`src/rtl/mat_mult_seq.sv`:
```
// rtl/mat_mult_seq.sv - sequential N x N unsigned matrix multiplier, one MAC per clock
module mat_mult_seq #(
    parameter int N   = 2,
    parameter int DW  = 8,
    parameter int RW  = 17,
    parameter int SAT = 0
) (
    input  logic                clk,
    input  logic                rst,
    input  logic                start,
    input  logic [N*N*DW-1:0]   A,
    input  logic [N*N*DW-1:0]   B,
    output logic                busy,
    output logic                done,
    output logic                ovf,
    output logic [N*N*RW-1:0]   Res
);
    // Accumulator wide enough that a full dot product of N terms never wraps.
    localparam int AW = 2*DW + $clog2(N);
    localparam int IW = $clog2(N);
    localparam logic [IW-1:0] LAST = IW'(N-1);

    typedef enum logic {S_IDLE, S_RUN} state_t;

    state_t              r_state;
    logic [N*N*DW-1:0]   r_a;
    logic [N*N*DW-1:0]   r_b;
    logic [IW-1:0]       r_i;
    logic [IW-1:0]       r_j;
    logic [IW-1:0]       r_k;
    logic [AW-1:0]       r_acc;
    logic                r_pend;
    logic [N*N*RW-1:0]   r_buf;

    logic [DW-1:0]       w_a_el;
    logic [DW-1:0]       w_b_el;
    logic [2*DW-1:0]     w_prod;
    logic [AW-1:0]       w_acc_next;
    logic                w_elem_ovf;
    logic [RW-1:0]       w_red;
    logic [N*N*RW-1:0]   w_buf_next;

    // Operand fetch A[i][k], B[k][j] from the latched copies and the MAC sum.
    always_comb begin
        w_a_el     = r_a[(N*N-1-(int'(r_i)*N + int'(r_k)))*DW +: DW];
        w_b_el     = r_b[(N*N-1-(int'(r_k)*N + int'(r_j)))*DW +: DW];
        w_prod     = (2*DW)'(w_a_el) * (2*DW)'(w_b_el);
        w_acc_next = r_acc + AW'(w_prod);
    end

    // Overflow exists only when the result is narrower than the accumulator.
    if (RW < AW) begin : g_trunc
        assign w_elem_ovf = |w_acc_next[AW-1:RW];
    end else begin : g_fit
        assign w_elem_ovf = 1'b0;
    end

    // Reduce the finished dot product to RW bits and merge it into the buffer image.
    always_comb begin
        w_red      = (SAT != 0 && w_elem_ovf) ? {RW{1'b1}} : RW'(w_acc_next);
        w_buf_next = r_buf;
        w_buf_next[(N*N-1-(int'(r_i)*N + int'(r_j)))*RW +: RW] = w_red;
    end

    // Control FSM: latch operands, walk i/j/k row-major, publish result on the final slot.
    always_ff @(posedge clk) begin
        if (rst) begin
            r_state <= S_IDLE;
            r_a     <= '0;
            r_b     <= '0;
            r_i     <= '0;
            r_j     <= '0;
            r_k     <= '0;
            r_acc   <= '0;
            r_pend  <= 1'b0;
            r_buf   <= '0;
            busy    <= 1'b0;
            done    <= 1'b0;
            ovf     <= 1'b0;
            Res     <= '0;
        end else begin
            done <= 1'b0;
            case (r_state)
                S_IDLE: begin
                    if (start) begin
                        r_a     <= A;
                        r_b     <= B;
                        r_i     <= '0;
                        r_j     <= '0;
                        r_k     <= '0;
                        r_acc   <= '0;
                        r_pend  <= 1'b0;
                        busy    <= 1'b1;
                        r_state <= S_RUN;
                    end
                end
                S_RUN: begin
                    if (r_k != LAST) begin
                        r_k   <= r_k + IW'(1);
                        r_acc <= w_acc_next;
                    end else begin
                        r_k    <= '0;
                        r_acc  <= '0;
                        r_buf  <= w_buf_next;
                        r_pend <= r_pend | w_elem_ovf;
                        if (r_j != LAST) begin
                            r_j <= r_j + IW'(1);
                        end else begin
                            r_j <= '0;
                            if (r_i != LAST) begin
                                r_i <= r_i + IW'(1);
                            end else begin
                                r_i     <= '0;
                                Res     <= w_buf_next;
                                ovf     <= r_pend | w_elem_ovf;
                                done    <= 1'b1;
                                busy    <= 1'b0;
                                r_state <= S_IDLE;
                            end
                        end
                    end
                end
                default: r_state <= S_IDLE;
            endcase
        end
    end
endmodule

```
`config.mk`:
```
export PLATFORM = sky130hd
export DESIGN_NAME = mat_mult_seq
export DESIGN_NICKNAME = d
export VERILOG_FILES = /design/src/rtl/mat_mult_seq.sv
export SDC_FILE = /design/constraint.sdc
export NUM_CORES = 1
export LEC_CHECK = 0
export BUFFER_PORTS_ARGS = -buffer_cell sky130_fd_sc_hd__buf_4
export CAP_MARGIN = 20
export CORE_ASPECT_RATIO = 2
export CORE_MARGIN = 3
export CORE_UTILIZATION = 50
export DETAILED_ROUTE_END_ITERATION = 10
export GPL_TIMING_DRIVEN = 0
export PLACE_DENSITY = 0.66
export SKIP_CTS_REPAIR_TIMING = 1
export SYNTH_ARGS = -nofsm -noshare
export SYNTH_HDL_FRONTEND = slang
export SYNTH_SLANG_ARGS = --single-unit
```
`constraint.sdc`:
```
create_clock -name clk -period 12.3 [get_ports clk]
set_clock_uncertainty 0.1 [all_clocks]
set_input_delay 0.615 -clock clk [delete_from_list [all_inputs] [get_ports clk]]
set_output_delay 0.615 -clock clk [all_outputs]
set_load 0.1 [all_outputs]
```
-- Word level (Yosys, flattened, before mapping)
Cells that the tools add are included.
- eq/ne operators: 4
- shift-type cells: 4
- $mul: 2
- add/sub/neg operators: 11
- muxes and demuxes: 26
- bitwise logic cells: 3
- reductions and logical operators: 8
- operator list (cell ; count):
    bitwise mux 68 bit ; 1
    variable shift 17 x 33 -> 68 bit (first input constant) ; 1
    variable part select 17 x 33 -> 68 bit ; 1
    variable part select 32 x 7 -> 8 bit ; 2
    two-way mux 17 bit ; 2
    one-hot mux 17 bit (2 select lines) ; 1
    negation 10 -> 33 bit ; 1
    adder 17 x 16 -> 17 bit ; 1
    two-way mux 1 bit ; 17
    multiplier 8 x 8 -> 16 bit ; 1
    subtractor 2 x 3 -> 4 bit (first input constant) ; 3
    multiplier 4 x 6 -> 10 bit (second input constant) ; 1
    one-hot mux 1 bit (2 select lines) ; 5
    adder 2 x 1 -> 3 bit ; 3
    AND reduction 2 bit ; 4
    AND reduction 4 bit ; 2
    inequality test 2 x 1 -> 1 bit (second input constant) ; 3
    OR reduction 4 bit ; 1
    adder 1 bit (second input constant) ; 3
    inverter 1 bit ; 3
    AND reduction 3 bit ; 1
    inequality test 2 bit (second input constant) ; 1
- word-level logic and storage cells: 71
- output and inout bits: 71
- register bits after elaboration: 225
- input bits: 67

-- Longest topological paths before layout
- word-level depth: 7
- gate-level depth with buffers: 23
- depth with buffers taken out: 19

-- Least setup slack after synthesis
Ideal clock, no wire load.
- kind: reg2reg
- start point: reg r_j
- end point: reg Res[63]
- arrival time: 6.096 ns
- required time: 12.077 ns
- buffers on the path: 4
- path slack: 5.981 ns
- library setup time: 0.123 ns
- stages on the path, launching flop included: 21
- clock period less this slack: 6.319 ns
- path through: dfxtp_1 > buf_2 > buf_1 > clkbuf_1 > mux4_2 > and2_1 > fa_1 > fa_1 > fa_1 > inv_1 > fa_1 > inv_1 > ha_1 > buf_2 > a21oi_1 > o21ai_1 > or2_2 > o221a_2 > mux4_2 > a221oi_1 > nor2_1
- word-level cells in the longest chain between the ends: 7
- elaborated cells on any way between the ends: 13
- classes of those cells: add/sub: 6; mul: 2; shift: 3; mux: 1; reduce/logical: 1
- ends and longest elaborated chain (item ; RTL line ; text):
    start: declaration ; 29 ; logic [IW-1:0] r_j;
    start signal: assignment ; 107 ; r_j <= r_j + IW'(1);
    adder 2 x 1 -> 3 bit ; 46 ; w_b_el = r_b[(N*N-1-(int'(r_k)*N + int'(r_j)))*DW +: DW];
    subtractor 2 x 3 -> 4 bit ; 46 ;
    variable part select 32 x 7 -> 8 bit ; 46 ;
    multiplier 8 x 8 -> 16 bit ; 47 ; w_prod = (2*DW)'(w_a_el) * (2*DW)'(w_b_el);
    adder 17 x 16 -> 17 bit ; 48 ; w_acc_next = r_acc + AW'(w_prod);
    variable part select 17 x 33 -> 68 bit ; 62 ; w_buf_next[(N*N-1-(int'(r_i)*N + int'(r_j)))*RW +: RW] = w_red;
    bitwise mux 68 bit ; 62 ;
    end signal: assignment ; 114 ; Res <= w_buf_next;
    end: declaration ; 16 ; output logic [N*N*RW-1:0] Res
Several ways; a longest one is shown, not always the timed one.
A chain may end at the register's enable or synchronous reset.

-- Worst setup path in the final report
- start point: reg r_j
- end point: reg Res[61]
The elaborated chain is that of the path after synthesis.

==> metrics <==
outcome=complete, no violations; crit path DAT=8.12 ns; Synth Flop Type=dfxtp_1; top layer reached by signal wires=met4; Period minus WS final=7.76 ns; Initial Util=0.514; I/O Buffers=136; Worst slew margin=0.212; Core Rows=79; first-pass GRT wire length=61900 um; Core Util, Final=0.602; crit end category=flop; CP Max Fanout=10; Hold Slack=0.215 ns; switching share of total power=0.267; Setup violations, final=0; ANT nets after route=0; Post-DP HPWL=32300 um; initial antenna violation count=0; Max Cap Violations=0; CP startpoint=r_j; core area=23500 um^2; largest area contributor in the netlist=dfxtp_1; top cells by area, synth=dfxtp_1 (37%), fa_1 (8.3%), nand2_1 (6.2%); routed length on met3=2220 um; H-tree depth=1; top-count cell post-synth=dfxtp_1; Reg2Reg Depth=21; Synth top cells by count=dfxtp_1 (223), nand2_1 (201), nor2_1 (167); EDFF count, synth=0; number of global-route vias before repair=11519; metal2 WL=22200 um; drt first pass iters=8; setup TNS=0 ns; worst min path class=input port to flop; DR vias=11222; share of cells above drive strength 1=0.141; clock latency on the worst-skew pair=0.54 ns; Flop pwr share=0.462; antenna cell count=0; Cell Int Power=1.18 mW; endpoint of the worst-slack reg-to-reg timing path=Res[61]; Die X=116 um; Startpoint Class=flop; critical path type=flop to flop; mean area per synthesized cell=8.55 um^2; Lkg Pwr=5.83 nW; Overall Global Routing Usage=0.312; Mapped Area=12100 um^2; worst reg2reg setup slack=4.54 ns; Worst-path clk slew=0.07 ns; drt via density=6.00; clk sink count=223; clock root buffer=clkbuf_16; max frequency=129 MHz; Yosys top cell area share=0.370; fin crit share=0.631; DRC violations left=0; drt total wl=41200 um; routability cong.=0.984; RSZ-0062 raised after global routing=false; asr flop ratio synth=0; Synth Instances=1413; Area Growth Syn to Fin=17.3%; largest net degree at the start of global routing=14; Die Y=226 um; I/O pin count=138; Sw Pwr=0.432 mW; Netlist cell types=70; Final Power=1.62 mW; Worst R2R Start=r_j; CTS tree=done; Post-layout nets=1734; Clk network pwr share=0.416; Syn Nets=1573; Max Slew Vio Count=0; Comb pwr share=0.122; fill count=2213; crit path capture=Res[61]; Area after DPL=13500 um^2; Peak VDD IR=118 uV; global route overflow=0; Design Area, Final=14200 um^2; Final Hold Fails=0; Required @ worst endpoint=12.66 ns; yosys synthesis warning count=0; DRT iter0 DRCs=813; post-synthesis sequential area ratio=0.370; slew at the pin closest to its max-slew limit=1.18 ns; Max Root-Sink Buffers=3; Avg WL per Cell=22.0 um; Die ar.=26200 um^2; power per cell area=114 nW/um^2; #FFs+latches synth=223; routed metal-1 wirelength=12400 um; cts bufs inserted=22
==> power by group through the flow <==
stage          clock network (mW)  logic (mW)  registers, mW
2_1_floorplan                   0       0.118          0.761
3_3_place_gp                    0       0.190          0.761
3_5_place_dp                    0       0.194          0.762
4_1_cts                     0.681       0.194          0.746
5_1_grt                     0.706       0.212          0.748
6_report                    0.673       0.196          0.746
==> routing by layer <==
metal  up-vias  global-route usage
li1       5205                   -
met1      5301               0.279
met2       507               0.580
met3       209              0.0464
met4         0               0.277
met5         -                   0
==> registers in the layout, summed over array words and instances (netlist names) <==
| signal | cells |
|---|---|
| r_i | 1 |
| r_j | 1 |
| Res | 68 |
| done | 1 |
| r_state | 1 |
| r_b | 32 |
| r_acc | 17 |
| r_a | 32 |
| r_k | 1 |
| busy | 1 |
| r_buf | 68 |
==> stage by stage <==
step,worst slack (ns),std cells
final,4.54,1870
after floorplan,5.98,1413
after CTS,4.55,1870
after detailed placement,4.57,1833
after global routing,4.12,1870
after global placement,4.64,1832
==> layout make-up <==
cell class / count / area (um^2) / area share
Multi-Input combinational cell: 985 / 6840 / 0.483
Sequential cell: 223 / 4460 / 0.315
Timing Repair Buffer: 137 / 1030 / 0.0726
Clock buffer: 34 / 646 / 0.0456
Inverter: 108 / 405 / 0.0286
Buffer: 97 / 382 / 0.0269
Tap cell: 283 / 354 / 0.0250
Clock inverter: 3 / 51.3 / 0.00362
==> worst max-delay path: stages (launching register included) <==
cell	delay, ns
dfxtp_1	0.38
buf_2	0.23
buf_1	0.49
clkbuf_1	0.57
mux4_2	0.56
and2_1	0.24
fa_1	0.50
fa_1	0.53
fa_1	0.55
inv_1	0.06
fa_1	0.52
inv_1	0.04
ha_1	0.27
buf_2	0.18
o211ai_1	0.14
o21ai_1	0.28
a21boi_0	0.16
xnor2_1	0.44
nand2_1	0.17
a311oi_2	0.77
a221oi_1	0.33
nor2_1	0.17
==> cell usage in the layout (no fill, tap or decap), types with 37 or more instances in the layout <==
cell / synthesis / routed
dfxtp_1: 223 / 223
ha_1: 43 / 43
buf_4: 1 / 138
fa_1: 50 / 50
a21oi_1: 113 / 113
a211oi_1: 37 / 37
nor2_1: 167 / 167
and2_1: 41 / 41
a22oi_1: 53 / 53
nor3_1: 42 / 42
nand2_1: 201 / 201
clkbuf_1: 80 / 87
inv_1: 105 / 105
==> worst min path at each step <==
stage / from / end / depth (start not counted)
after floorplan: r_buf[59] / r_buf[59] / 2
after global placement: r_a[25] / r_a[25] / 2
after detailed placement: r_b[10] / r_b[10] / 2
after CTS: A[9] / r_a[9] / 3
after global routing: A[18] / r_a[18] / 3
final: A[9] / r_a[9] / 3
==> cells by family after synthesis <==
logic type,Yosys count,share of synthesized area
buffers and inverters,205,0.0651
AOI/OAI and AO/OA,327,0.189
other,1,0.000310
muxes,34,0.0515
adders and majority gates,93,0.127
and+or+nand+nor,514,0.185
xor gates and xnor gates,16,0.0122
DFF,223,0.370
(Power assumes the default switching activity.)
